--- config.mk ---
export PLATFORM = sky130hd
export DESIGN_NAME = down_counter_borrow
export DESIGN_NICKNAME = d
export VERILOG_FILES = /design/src/rtl/down_counter_borrow.sv
export SDC_FILE = /design/constraint.sdc
export NUM_CORES = 1
export LEC_CHECK = 0
export CAP_MARGIN = 10
export CORE_AREA = 2 2 39 41
export CTS_CLUSTER_SIZE = 8
export DETAILED_ROUTE_END_ITERATION = 16
export DIE_AREA = 0 0 41 43
export GPL_ROUTABILITY_DRIVEN = 0
export SYNTH_ARGS = -nofsm -noshare
export SYNTH_HDL_FRONTEND = slang
export SYNTH_SLANG_ARGS = --single-unit
--- constraint.sdc ---
create_clock -name CLK -period 2.3 [get_ports CLK]
set_input_delay 0.575 -clock CLK [delete_from_list [all_inputs] [get_ports CLK]]
set_output_delay 0.575 -clock CLK [all_outputs]
set_load 0.05 [all_outputs]
--- src/rtl/down_counter_borrow.sv ---
// Loadable, cascadable down counter with borrow chain, one-shot and auto-reload modes.
// Latency: A and Done update one edge after the enabling inputs; B_out is combinational.
// Backpressure: none. Count and B_in gate each step; Load and Clear always take effect.
module down_counter_borrow #(
    parameter int WIDTH       = 4,
    parameter bit AUTO_RELOAD = 1'b0,
    parameter bit ONE_SHOT    = 1'b0
) (
    input  logic             CLK,
    input  logic             Clear,
    input  logic             Load,
    input  logic             Count,
    input  logic             B_in,
    input  logic [WIDTH-1:0] I,
    output logic [WIDTH-1:0] A,
    output logic             B_out,
    output logic             Done,
    output logic             Expired
);

    typedef enum logic [1:0] {
        ST_IDLE    = 2'd0,
        ST_RUN     = 2'd1,
        ST_EXPIRED = 2'd2
    } state_t;

    state_t           state;
    state_t           state_nxt;
    logic [WIDTH-1:0] reload_reg;
    logic             dec;
    logic             at_zero;

    // A step happens only while running, enabled, borrowed into, and not overridden by a load.
    assign at_zero = (A == '0);
    assign dec     = Count & B_in & ~Load & (state == ST_RUN);

    // State register; Clear forces IDLE from any state.
    always_ff @(posedge CLK) begin
        if (Clear) begin
            state <= ST_IDLE;
        end else begin
            state <= state_nxt;
        end
    end

    // Next state: a load always (re)starts counting; a one-shot underflow parks in EXPIRED.
    always_comb begin
        state_nxt = state;
        if (Load) begin
            state_nxt = ST_RUN;
        end else if (dec && at_zero && ONE_SHOT) begin
            state_nxt = ST_EXPIRED;
        end
    end

    // Count value, reload value and the registered underflow pulse.
    always_ff @(posedge CLK) begin
        if (Clear) begin
            A          <= '0;
            reload_reg <= '0;
            Done       <= 1'b0;
        end else if (Load) begin
            A          <= I;
            reload_reg <= I;
            Done       <= 1'b0;
        end else if (dec) begin
            Done <= at_zero;
            if (!at_zero) begin
                A <= A - WIDTH'(1);
            end else if (ONE_SHOT) begin
                A <= '0;
            end else if (AUTO_RELOAD) begin
                A <= reload_reg;
            end else begin
                A <= '1;
            end
        end else begin
            Done <= 1'b0;
        end
    end

    // Outputs: borrow fires in the same cycle the underflowing step is enabled.
    always_comb begin
        B_out   = dec & at_zero;
        Expired = (state == ST_EXPIRED);
    end

endmodule
==> metrics.txt, run 1 <==
status=finished, final reports clean; Leak=0.206 nW; Peak Freq=460 MHz; Initial Utilization=0.236; Gate power share=0.272; mux share of post-synthesis cell area=0.0307; reg-to-reg endpoint=A[1]; sequential share of power=0.401; initial antenna violation count=0; asr flop ratio synth=0; # hold bufs at CTS=0; Yosys top cell by area=dfxtp_1; crit start category=input port; routed len/inst=9.17 um; post-synthesis simple-gate area fraction=0.222; Post-synth EDFFs=0; Die Span X=41 um; CTS tree=built; Sw Share=0.293; WHS Path Cells=2; RR Startpoint=A[1]; All-Layer GR Usage=0.0934; # DRC=0; syn_nets=49; Primary FF master, synth=dfxtp_1; share of layout cells above drive strength 1=0.145; Num CTS Buffers=3; Routed WL=about 650 um; die area=1760 um2; # setup viols final=0; Seq cells post-synth=6; number of global-route vias before repair=268; Worst Path Arrival=1600 ps; sequential area share after synthesis=0.368; Layout Nets=67; Post-DP HPWL=between 500 and 600 um; # diodes=0; top post-synthesis cells by area=dfxtp_1 37%, nor2_1 5.7%, xnor2_1 5.4%; IO Port Bufs=14; worst-case clock skew=1.99 ps; GRT Residual Overflow=0; clock sinks=6; Tot Pwr=292 uW; Max Cap Violations=0; Critical Path RT=1730 ps; post-cts repair resize count=0; main combinational cell family by area after synthesis=simple AND/OR/NAND/NOR gates; global-route wire length before repair=1.06 mm; most frequent cell after synthesis=dfxtp_1; sw power=85.7 uW; post-synth top area share=0.368; via count=298; Critical Path Fanout Max=2; worst skew pair latency=240 ps; Setup Crit Path Kind=in2out; Hold Startpoint=state[0]; Tcrit/Tclk final=0.946; final core occ=0.369; WHS Endpoint=state[0]; DR pass1 iterations=2; Die H=43 um; Gate Count Post-Synth=39; Final ANT Viol Nets=0; synthesized area per cell=8.37 um2; First DRT Iteration DRCs=1; H-tree Lvls=1; Synth-to-Final Area Change=56.3%; Worst-path clk slew=approximately 40 ps; Post-Synth XOR/XNOR Area=0.0536; Tightest Hold Check Type=reg2reg; unique cell type count in the Yosys netlist=23; CTS Root Cell=clkbuf_4; R2R cell count=4; Internal=207 uW; CTS Buffer Depth=2; Clk network pwr share=0.327; num ports=16; Synth Area in Adders=0.0383; min cycle time layout=2170 ps; final hold violations=0; fin cells=71; worst vdd ir=0.234 mV; synthesized cell area=between 300 and 400 um2; largest net degree at the start of global routing=10; RSZ-0062 raised after global routing=no; pwr dens=573 nW/um2; most frequent cells after synthesis=6 x dfxtp_1, 5 x nor2_1, 4 x inv_1; r2r setup slk=~1100 ps; Vias/cell=4.20; FP Rows=14; Min Hold Slack=462 ps; endpoint class of the critical path=output pin; Post CTS Setup Buffer Count=0; TNS Setup=0 ps; compound-cell area share of the yosys netlist=0.157; core footprint=1380 um2; Yosys Warn Count=0; Max Slew Vio Count=0; placed insts=68
power groups by stage:
stage	Sequential, mW	Combinational (mW)	Clock, mW
4_1_cts	0.117	0.0804	0.103
3_5_place_dp	0.119	0.0801	0
2_1_floorplan	0.136	0.0330	0
5_1_grt	0.118	0.0862	0.108
3_3_place_gp	0.119	0.0796	0
6_report	0.117	0.0795	0.0957
critical path: stages:
cell             delay [ps]
clkdlybuf4s50_1         450
and3_1                  170
and4b_1                 260
buf_12                  150
logic make-up (layout without fill, tap and decap cells):
family / count (synthesis) / after routing
compound gates: 7 / 7
xor+xnor: 2 / 2
fa+ha+maj: 1 / 1
buf+inv: 7 / 23
flops: 6 / 6
mux: 1 / 1
other cells: 1 / 1
simple gates: 14 / 14
area by class of cell:
class | count | area, um2
clock buffers | 3 | 22.5
fillers | 146 | 873
inverters | 4 | 15.0
multi-input cells | 26 | 168
flip-flops and latches | 6 | 120
well taps | 16 | 20.0
repair buffers | 16 | 165
metrics by stage:
step	setup WS (ps)	instance area, um2
2_1_floorplan	367	327
3_3_place_gp	130	488
3_5_place_dp	116	488
4_1_cts	112	510
5_1_grt	79.5	510
6_report	125	510
placed cells by master, fill, tap and decap left out, types with 2 or more instances in the layout:
cell / netlist / routed
clkbuf_4: 0 / 3
dfxtp_1: 6 / 6
buf_4: 1 / 2
xnor2_1: 2 / 2
inv_1: 4 / 4
nand2_1: 3 / 3
nor2_1: 5 / 5
a21oi_1: 2 / 2
clkdlybuf4s50_1: 0 / 13
worst max-delay path by stage:
| stage | from | to | slack (ps) | cells past startpoint |
|---|---|---|---|---|
| 2_1_floorplan | Count | B_out | 370 | 3 |
| 3_3_place_gp | Count | B_out | 130 | 4 |
| 3_5_place_dp | Count | B_out | 120 | 4 |
| 4_1_cts | Count | B_out | 110 | 4 |
| 5_1_grt | Count | B_out | 80 | 4 |
| 6_report | Count | B_out | 130 | 4 |
metal layers:
metal / track usage / part of all wire / wire length (um)
met1: 0.125 / 0.48 / 315
met2: 0.113 / 0.43 / 277
met3: 0.0314 / 0.078 / 51
met4: 0.0800 / 0.011 / 7
met5: 0 / 0 / 0
registers in the layout, indices dropped and copies added, names as in the netlist:
name,flops
A,4
state,1
Done,1
(Power assumes the default switching activity.)
==> inputs of run 2 (changes only) <==
==> constraint.sdc (replaced) <==
create_clock -name CLK -period 2.4 [get_ports CLK]
set_input_delay 0.6 -clock CLK [delete_from_list [all_inputs] [get_ports CLK]]
set_output_delay 0.6 -clock CLK [all_outputs]
set_load 0.05 [all_outputs]
==> results of run 2 <==
Same layout as run 1 (identical final DEF). Status: finished, final reports clean.
Main changes from that run: setup slack after placement 116 ps -> 166 ps; setup slack after layout 125 ps -> 175 ps; register-to-register setup slack 1140 ps -> 1240 ps; total power 0.292 mW -> 0.280 mW; worst IR drop on VDD 0.234 mV -> 0.224 mV
